==> config.mk <==
export PLATFORM = sky130hd
export DESIGN_NAME = elevator_call_latch
export DESIGN_NICKNAME = d
export VERILOG_FILES = /design/src/rtl/elevator_pkg.sv /design/src/rtl/elevator_call_latch.sv
export SDC_FILE = /design/constraint.sdc
export NUM_CORES = 1
export LEC_CHECK = 0
export ABC_AREA = 1
export ABC_CLOCK_PERIOD_IN_PS = 800
export BUFFER_PORTS_ARGS = -buffer_cell sky130_fd_sc_hd__buf_2
export CORE_AREA = 10 10 47 49
export DETAILED_ROUTE_END_ITERATION = 10
export DIE_AREA = 0 0 57 59
export GPL_ROUTABILITY_DRIVEN = 0
export GPL_TIMING_DRIVEN = 1
export REMOVE_ABC_BUFFERS = 1
export SKIP_LAST_GASP = 1
export SYNTH_ARGS = -nofsm -noshare
export SYNTH_HDL_FRONTEND = slang
export SYNTH_SLANG_ARGS = --single-unit
==> constraint.sdc <==
create_clock -name clk -period 0.8 [get_ports clk]
set_clock_uncertainty 0.15 [all_clocks]
set_input_delay 0.2 -clock clk [delete_from_list [all_inputs] [get_ports clk]]
set_output_delay 0.2 -clock clk [all_outputs]
set_load 0.01 [all_outputs]
==> src/rtl/elevator_pkg.sv <==
// Shared constants and types for the elevator car model.
package elevator_pkg;
   localparam int FLOOR_W           = 4;
   localparam int CALL_W            = 4;
   localparam int DEF_NUM_FLOORS    = 4;
   localparam int DEF_TRAVEL_CYCLES = 100;

   typedef enum logic [2:0] {
      FC_NONE,
      FC_BOTH_MOTORS,
      FC_DOOR_MOTOR,
      FC_DOOR_MISALIGNED,
      FC_LIMIT
   } fault_cause_e;
endpackage

==> src/rtl/elevator_call_latch.sv <==
// Pending-call register: buttons set bits, a door opening at an aligned floor clears them.
module elevator_call_latch
   import elevator_pkg::*;
#(
   parameter int NUM_FLOORS = DEF_NUM_FLOORS
) (
   input  logic               clk,
   input  logic               reset_n,
   input  logic [CALL_W-1:0]  call_btn,
   input  logic               clr_en,
   input  logic [FLOOR_W-1:0] clr_floor,
   input  logic               hold,
   output logic [CALL_W-1:0]  floor_req
);

   logic [CALL_W-1:0] req_next;

   // Clear wins over a simultaneous press; floors beyond NUM_FLOORS never latch.
   always_comb begin
      req_next = floor_req;
      for (int i = 0; i < CALL_W; i++) begin
         if (i >= NUM_FLOORS) begin
            req_next[i] = 1'b0;
         end else if (clr_en && (clr_floor == FLOOR_W'(i))) begin
            req_next[i] = 1'b0;
         end else if (call_btn[i]) begin
            req_next[i] = 1'b1;
         end
      end
   end

   always_ff @(posedge clk) begin
      if (!reset_n) begin
         floor_req <= '0;
      end else if (!hold) begin
         floor_req <= req_next;
      end
   end

endmodule

# After elaboration in Yosys (flattened, before gate mapping)
# Index checks and enable logic that the tools add are counted.
[classes]
n_reduce_logical = 13
n_eq_ne = 3
bitwise = 1
mux = 8
[ops]
columns = ["op", "count"]
rows = [
  ["$eq 4x2->1 const B", 2],
  ["$mux 1", 8],
  ["$reduce_and 2->1", 4],
  ["$reduce_bool 2->1", 4],
  ["$eq 4x1->1 const B", 1],
  ["$logic_and 1x1->1", 4],
  ["$logic_not 4->1", 1],
  ["$not 1->1", 1],
]
[word_totals]
register_bits = 4
elab_cells = 29
out_inout_bits = 4
inputBits = 12

# Longest topological paths before layout
[depth]
word_depth = 4
depth_mapped = 5
mapped_depth_nobuf = 5

# Worst setup path after synthesis
# Ideal clock, no wire load.
[synth_timing]
path_type = "reg2reg"
start = "register floor_req[0] (netlist name)"
end = "register floor_req[0]"
t_arrival_ns = 0.565
setup_time_ns = 0.064
path_stages_with_launch = 5
n_path_buf = 0
period_less_slack_ns = 0.778
setup_slack_ns = 0.022
t_required_ns = 0.586
path_cell_list = "dfxtp_1 -> inv_1 -> nand2_1 -> nand2_1 -> nor2_1"
[synth_lines]
columns = ["element", "line", "source"]
rows = [
  ["end signal: assignment", "elevator_call_latch.sv:36", "floor_req <= req_next;"],
  ["end: declaration", "elevator_call_latch.sv:13", "output logic [CALL_W-1:0] floor_req"],
]

# Worst setup path in the final report
[layout_timing]
start = "register floor_req[3]"
end = "output port floor_req[3]"
# No word-level cell between the ends.

==> results.cfg <==
[grt]
grt_pass1_wl_microns = 1060
use_met3_pct = 3.22
track_usage_pct = 4.42
grt_max_degree = 5
use_met1_pct = 4.42
antenna_found_initial = 0
grt_pass1_vias = 257
busiest_layer = met2
grt_overflow_total = 0
use_met2_pct = 5.43

[sta]
hold_violations = 0
max_freq_mhz = 983
worstMarginPinSlew_ps = 126
setup_violations = 5
layout_setup_ws_ps = -217
period_share_pct = 127
fin_tns_setup_ps = -925
timing.slew.headroom_pct = 91.6
period_needed_ps = 1020
final_max_slew_viol_count = 0
rsz0062_at_grt = yes

[hold_path]
hold_path.class = primary input to flop

[final_layout]
largest-register = floor_req
regArea_sq_um = 85.1
layout.filler_cells = 162
diodes = 0
postLayoutCellArea_sq_um = 363
synthToLayoutAreaGrowth_pct = 74.7
mostFrequentLayoutCells = nand2_1, nor2_1, buf_2
drive_above_1_share_pct = 43.9
multi_input_area_sq_um = 101
stdcell_count = 73
final_common_cell = nand2_1
reg_top3 = floor_req (4)
nNetsFinal = 71
largest_reg_flops = 4

[drt]
route.detailed.wl_per_inst_microns = 9.37
num_vias = 262
drt_pass1_iterations = 1
drt_iter0_markers = 0
postRouteAntennaNets = 0
wirelength_microns = 684
remaining_drc_errors = 0
avgViaCountPerCell = 3.59

[power_and_ir_drop]
leakagePower_nw = 0.209
power_density_nw_per_um2 = 1650
fin_total_pwr_mw = 0.599
vdd_drop_max_uv = 454

[die]
die_h_microns = 59
start_util_pct = 14.8
coreArea_sq_um = 1400
ioPinCount = 16
dieArea_sq_um = 3360
die_w_microns = 57
row_count = 14

[critical_path]
path_max_fanout = 2
critPathLaunchType = flop
crit_required_ps = 450
critPathArrivalTime_ps = 670
path_buf_inv = 1
crit_family = flip-flops
cp_slowest_stage_delay_ps = 320
critical_path_class = flop to output port
crit_slowest_cell = dfxtp_2
cp_cell_sequence = buf_6
crit_path_end_kind = output port

[clock_tree]
cts_hold_buf = 0
insertion_delay_ps = 240
clock_path_buffers = 2
clock-sinks = 4
cts_tree = built
htree_levels = 1
clk_pin_slew_worst_paths_ps = 40
cts_made_buffers = 3
clock-root-buffer = clkbuf_4

[synth]
netlist_area_sq_um = 208
netlist_instances = 38
synth.distinct_cells = 5
synth.yosys.seq_area_share_pct = 38.6
synth_seq_cells = 4
synth-warning-count = 0
syn_avg_cell_area_sq_um = 5.47

[place]
hpwl_microns = 543
placed_cell_area_sq_um = 303
port-buffer-count = 15
dp_cells = 69
post-place-ws_ps = -134

[outcome]
violations = setup timing
outcome = finished with violations

[run]
drv_cap = 0
## layer usage
metal  routed length [microns]  vias to the layer above
li1                          -                      145
met1                       290                      100
met2                       283                       15
met3                        75                        2
met4                        35                        0
met5                         0                        -
## path summary, 6_finish.rpt
kind / endpoint / start / cells past startpoint / slack [ps]
worst max register to register: floor_req[3] / floor_req[3] / 5 / -70
worst min-delay path: floor_req[2] / reset_n / 3 / 60
worst min register to register: floor_req[2] / floor_req[2] / 4 / 360
worst max-delay path: floor_req[3] / floor_req[3] / 1 / -220
## cell type report
type / count / area share [%]
Sequential cell: 4 / 23.4
Inverter: 7 / 7.24
Multi-Input combinational cell: 27 / 27.9
Timing Repair Buffer: 16 / 29.7
Clock buffer: 3 / 6.21
Tap cell: 16 / 5.52
## per-stage QoR
step	hold slack [ps]	utilization, %
finish	63.4	25.9
global route	76.2	25.9
CTS	62.1	25.4
detailed placement	322	21.6
global placement	322	21.6
floorplan	176	-
## what timing repair did
action / in CTS / in global routing
hold endpoints to repair: 0 / 0
pin swaps: 0 / 6
resized for setup: 8 / 1
buffers inserted: 0 / 1
setup endpoints to repair: 4 / 7
## worst min-delay path: stages
cell	delay (ps)
buf_2	120
nand2_1	60
nor2_1	30
## report_power, final
group          internal, mW  switching (mW)  total, mW
Sequential            0.218         0.00931      0.227
Clock                 0.168          0.0862      0.254
Combinational        0.0653          0.0525      0.118
## Yosys cell counts, drive strengths merged
library cell	n	area [sq um]
dfxtp	4	80.1
inv	7	26.3
nand2	16	60.1
nor2	11	41.3
## cells by family after synthesis
group,share of synthesized area (%)
DFF,38.6
buffers and inverters,12.6
and+or+nand+nor,48.8
Note: power is estimated with default switching activity, not from simulation.
